`config.mk`:
```
export PLATFORM = sky130hd
export DESIGN_NAME = id_ex_pipe_reg
export DESIGN_NICKNAME = d
export VERILOG_FILES = /design/src/rtl/id_ex_pipe_reg.sv
export SDC_FILE = /design/constraint.sdc
export NUM_CORES = 1
export LEC_CHECK = 0
export BUFFER_PORTS_ARGS = -buffer_cell sky130_fd_sc_hd__buf_2
export CAP_MARGIN = 20
export CORE_ASPECT_RATIO = 0.5
export CORE_UTILIZATION = 38
export CTS_BUF_LIST = sky130_fd_sc_hd__clkbuf_16
export CTS_CLUSTER_SIZE = 20
export DETAILED_ROUTE_END_ITERATION = 8
export GPL_TIMING_DRIVEN = 0
export SLEW_MARGIN = 20
export SYNTH_ARGS = -nofsm -noshare
export SYNTH_HDL_FRONTEND = slang
export SYNTH_SLANG_ARGS = --single-unit
```
`constraint.sdc`:
```
create_clock -name clk -period 2.3 [get_ports clk]
set_input_delay 0.46 -clock clk [delete_from_list [all_inputs] [get_ports clk]]
set_output_delay 0.46 -clock clk [all_outputs]
set_load 0.03 [all_outputs]
```
`src/rtl/id_ex_pipe_reg.sv`:
```
// ID/EX pipeline register: elastic valid/ready stage with a main entry plus one skid
// entry, synchronous flush, and load-use hazard detection against both held entries.
module id_ex_pipe_reg #(
  parameter int DATA_W      = 32,
  parameter int REG_AW      = 5,
  parameter int CTRL_W      = 10,
  parameter int MEMREAD_BIT = 2
) (
  input  logic              clk,
  input  logic              rst_n,
  input  logic              id_valid,
  output logic              id_ready,
  input  logic [DATA_W-1:0] id_rd1,
  input  logic [DATA_W-1:0] id_rd2,
  input  logic [DATA_W-1:0] id_imm,
  input  logic [DATA_W-1:0] id_pc,
  input  logic [REG_AW-1:0] id_rs,
  input  logic [REG_AW-1:0] id_rt,
  input  logic [REG_AW-1:0] id_rd,
  input  logic [CTRL_W-1:0] id_ctrl,
  input  logic              flush,
  output logic              ex_valid,
  input  logic              ex_ready,
  output logic [DATA_W-1:0] ex_rd1,
  output logic [DATA_W-1:0] ex_rd2,
  output logic [DATA_W-1:0] ex_imm,
  output logic [DATA_W-1:0] ex_pc,
  output logic [REG_AW-1:0] ex_rs,
  output logic [REG_AW-1:0] ex_rt,
  output logic [REG_AW-1:0] ex_rd,
  output logic [CTRL_W-1:0] ex_ctrl,
  output logic              hazard_stall
);

  typedef struct packed {
    logic [DATA_W-1:0] rd1;
    logic [DATA_W-1:0] rd2;
    logic [DATA_W-1:0] imm;
    logic [DATA_W-1:0] pc;
    logic [REG_AW-1:0] rs;
    logic [REG_AW-1:0] rt;
    logic [REG_AW-1:0] rd;
    logic [CTRL_W-1:0] ctrl;
  } entry_t;

  typedef enum logic [1:0] {
    EMPTY = 2'd0,
    ONE   = 2'd1,
    TWO   = 2'd2
  } state_e;

  state_e state_q, state_d;
  entry_t main_q, main_d;
  entry_t skid_q, skid_d;
  entry_t id_entry;
  logic   accept;
  logic   pop;
  logic   main_hit;
  logic   skid_hit;

  // A held load whose destination (rt) is a source of the decoding instruction.
  function automatic logic load_use(input entry_t e,
                                    input logic [REG_AW-1:0] rs,
                                    input logic [REG_AW-1:0] rt);
    return e.ctrl[MEMREAD_BIT] && (e.rt != '0) && ((e.rt == rs) || (e.rt == rt));
  endfunction

  // NOTE: sequential state uses non-blocking assignments only; all next-state
  // values come from the always_comb below so the flops see a consistent snapshot.
  // The two entries are plain flops (not a RAM), so resetting them is cheap and
  // guarantees ex_* read back as zero out of reset.
  always_ff @(posedge clk or negedge rst_n) begin
    if (!rst_n) begin
      state_q <= EMPTY;
      main_q  <= '0;
      skid_q  <= '0;
    end else begin
      state_q <= state_d;
      main_q  <= main_d;
      skid_q  <= skid_d;
    end
  end

  // NOTE: every variable is given a default before the case so no latch is inferred.
  always_comb begin
    state_d = state_q;
    main_d  = main_q;
    skid_d  = skid_q;
    if (flush) begin
      state_d = EMPTY;
      main_d  = '0;
      skid_d  = '0;
    end else begin
      unique case (state_q)
        EMPTY: begin
          if (accept) begin
            state_d = ONE;
            main_d  = id_entry;
          end
        end
        ONE: begin
          if (accept && pop) begin
            main_d = id_entry;
          end else if (accept) begin
            state_d = TWO;
            skid_d  = id_entry;
          end else if (pop) begin
            state_d = EMPTY;
            main_d  = '0;
          end
        end
        TWO: begin
          if (pop) begin
            state_d = ONE;
            main_d  = skid_q;
            skid_d  = '0;
          end
        end
        default: begin
          state_d = EMPTY;
          main_d  = '0;
          skid_d  = '0;
        end
      endcase
    end
  end

  // id_ready is built from registered state and id_*/flush only, never from ex_ready.
  always_comb begin
    id_entry     = '{rd1: id_rd1, rd2: id_rd2, imm: id_imm, pc: id_pc,
                     rs: id_rs, rt: id_rt, rd: id_rd, ctrl: id_ctrl};
    main_hit     = (state_q != EMPTY) && load_use(main_q, id_rs, id_rt);
    skid_hit     = (state_q == TWO)   && load_use(skid_q, id_rs, id_rt);
    hazard_stall = id_valid && (main_hit || skid_hit);
    id_ready     = (state_q != TWO) && !hazard_stall && !flush;
    ex_valid     = (state_q != EMPTY);
    accept       = id_valid && id_ready;
    pop          = ex_valid && ex_ready;
    ex_rd1       = main_q.rd1;
    ex_rd2       = main_q.rd2;
    ex_imm       = main_q.imm;
    ex_pc        = main_q.pc;
    ex_rs        = main_q.rs;
    ex_rt        = main_q.rt;
    ex_rd        = main_q.rd;
    ex_ctrl      = main_q.ctrl;
  end

endmodule

```
==> impl_metrics.toml <==
[setup_path]
cp-start-kind = "register"
critPathRequiredTime_ns = 1.84
path_delay_family = "simple AND/OR/NAND/NOR gates"
critPathKind = "reg2out"
critPathSlowestCell = "or4_4"
path_buf_inv = 1
cp_max_fo = 4
cp_cell_sequence = "or4_4 -> o2111ai_4 -> o22ai_4 -> nor3_4 -> buf_6"
crit_arrival_ns = 2.22
max_stage_delay_ns = 0.56
cp-end-kind = "output port"

[routing]
dr.pass1.iters = 5
drt_iter0_drc = 629
drt-total-wl_mm = 41.4
drc = 0
wl_per_cell_um = 20.8
vias = 10900
ant_nets = 0
viasPerCell = 5.46

[pwr]
max-vdd-ir-drop_mv = 0.443
power_mw = 12.2
cellPowerDensity_nw_per_um2 = 713
p_leak_nw = 8.26

[synth]
synth_top_area_frac = 0.579
yosys-top-cells-count = "dfrtp_1, a221o_1, and2_1"
syn_inst = 1117
yosysTopAreaCell = "dfrtp_1"
synthFlopType = "dfrtp_1"
synth_most_common_cell = "dfrtp_1"
synth_edf_count = 0
synthesis.area_um2 = 13300
ys_async_sr_fraction = 1.00
synth_cell_types = 32
synth_area_per_cell_um2 = 11.9
syn-num-nets = 1275
yosys-top-cells-area = "dfrtp_1, a221o_1, o2bb2ai_1"
yosysSeqAreaShare = 0.579
yosysWarnings = 0
ys_ff_latch = 308

[die]
rows = 48
initial_core_util = 0.386
dieArea_um2 = 35800
fp.dieH_um = 134
io_pins = 314
coreArea_um2 = 34500
floorplan.die.width_um = 267

[clocking]
tritoncts = "yes"
clk_latency_ns = 0.57
cts_max_level = 1
clk_pin_slew_ns = 0.06
clk_path_buf_depth = 3
cts_sinks = 308
clockRootBuffer = "clkbuf_16"
cts_buffers = 31

[placement]
place_hpwl_mm = 29.2
port_buffers = 312
post-place-ws_ns = -1.20
place_congestion = 0.865

[sta]
fin_crit_ns = 2.68
tightest_slew_ns = 0.561
maxSlewViolCount = 0
clock_skew_ns = 0.00780
fin_ws_ns = -0.381
max_freq_mhz = 373
slew_headroom = 0.626
finalSetupViolCount = 308
period_share = 1.17
hold_viol_final = 0
rsz0062_at_grt = "yes"
hold_ws_ns = 0.136

[grt]
grt_pass1_wl_mm = 64.3
grt_use_total = 0.229
overflow = 0
antenna_found_initial = 11
grt_max_degree = 101
first_global_vias = 11400

[final_layout]
area_delta_synth_final_pct = 28.6
nets = 1645
drive_above_1_share = 0.314

[run_status]
violations = "negative setup slack"
outcome = "finished with violations"

[worst_hold_path]
hold_class = "in2reg"

[flow_run]
drv_cap = 0
[flip-flops by register name, indices dropped and copies added (netlist names)]
name and cells:
ex_imm 32, ex_pc 32, ex_rt 5, ex_rs 5
state_q 2, ex_rd 5, ex_rd1 32, ex_rd2 32
skid_q 153, ex_ctrl 10
[cells by family (layout without fill, tap and decap cells)]
family | count (synthesis) | after routing | share of synthesized area
buffers and inverters | 139 | 528 | 0.0422
AND/OR/NAND/NOR | 330 | 330 | 0.138
adder cells (fa/ha/maj) | 1 | 1 | 0.000752
flip-flops | 308 | 308 | 0.579
AO/OA/AOI/OAI | 293 | 293 | 0.207
XOR/XNOR | 20 | 20 | 0.0132
multiplexers | 26 | 26 | 0.0196
other | 0 | 10 | 0
[through the flow]
stage	instance area (µm²)	cells	setup TNS [ns]	util
floorplan	13400	1117	-16.63	-
global placement	15500	1904	-1716.18	0.451
detailed placement	15600	1907	-269.16	0.453
CTS	16900	1972	-65.22	0.492
global route	17100	1990	-92.32	0.497
finish	17100	1991	-61.75	0.497
[final timing paths]
| kind | from | endpoint | slack (ns) | depth (start not counted) |
|---|---|---|---|---|
| worst max-delay path | ex_rt[1]$_DFFE_PN0P_ | id_ready | -0.38 | 5 |
| worst min-delay path | id_rd1[31] | ex_rd1[31]$_DFFE_PN0P_ | 0.14 | 2 |
| worst max register to register | skid_q[16]$_DFFE_PN0P_ | ex_imm[1]$_DFFE_PN0P_ | -0.29 | 8 |
| worst min register to register | skid_q[40]$_DFFE_PN0P_ | skid_q[40]$_DFFE_PN0P_ | 0.48 | 1 |
| max in group asynchronous | rst_n | ex_rt[0]$_DFFE_PN0P_ | 0.77 | 4 |
| min in group asynchronous | rst_n | ex_pc[29]$_DFFE_PN0P_ | 0.37 | 2 |
[final cells by class]
cell class / count / area [µm²]
buffer: 112 / 756
timing repair buffer: 338 / 1860
inverter: 26 / 97.6
antenna: 10 / 25.0
multi-input combinational: 670 / 5170
clock inverter: 21 / 119
clock buffer: 31 / 776
tap: 475 / 594
sequential: 308 / 7720
fill: 3183 / 17400
[placed cells by master, fill, tap and decap left out, types with 3 or more instances in the layout]
cell and count:
a221o_1 153, and2_1 153, buf_12 4, buf_16 3, buf_2 313, buf_4 37
buf_6 12, clkbuf_1 37, clkbuf_16 31, clkbuf_2 23, clkbuf_4 10, clkbuf_8 9
clkinv_1 3, clkinv_2 3, dfrtp_1 301, dfrtp_2 7, diode_2 10, inv_1 38
mux2i_1 26, nand2_1 27, nand3_1 127, nor2_1 6, o21a_1 3, o2bb2ai_1 127
xor2_1 20
[power breakdown]
part	leakage, nW	internal, mW	total [mW]	switching, mW
clock	0.485	2.52	4.63	2.11
combinational	3.58	0.617	1.80	1.18
sequential	4.20	5.64	5.77	0.136
total	8.26	8.78	12.2	3.43
[what timing repair did]
item / CTS / global route
gates resized for setup: 90 / 60
gates cloned: 0 / 1
hold buffers: 1 / 0
buffers inserted: 13 / 8
pin swaps: 5 / 4
endpoints found under the setup margin: 310 / 310
endpoints found under the hold margin: 33 / 0
[worst reg2reg max path: stages (launching register included)]
cell       delay [ns]
dfrtp_2          0.41
or4_4            0.55
o2111ai_4        0.26
buf_4            0.16
o221a_4          0.21
a211oi_4         0.10
buf_2            0.22
clkbuf_8         0.19
a221o_1          0.36
[routing by layer]
layer / wire length, µm / up-vias / global-route usage
met5: 15 / - / 0
met2: 20700 / 247 / 0.385
met1: 17200 / 5584 / 0.293
li1: - / 4945 / -
met4: 1700 / 2 / 0.101
met3: 1760 / 96 / 0.0387
(Power assumes the default switching activity.)
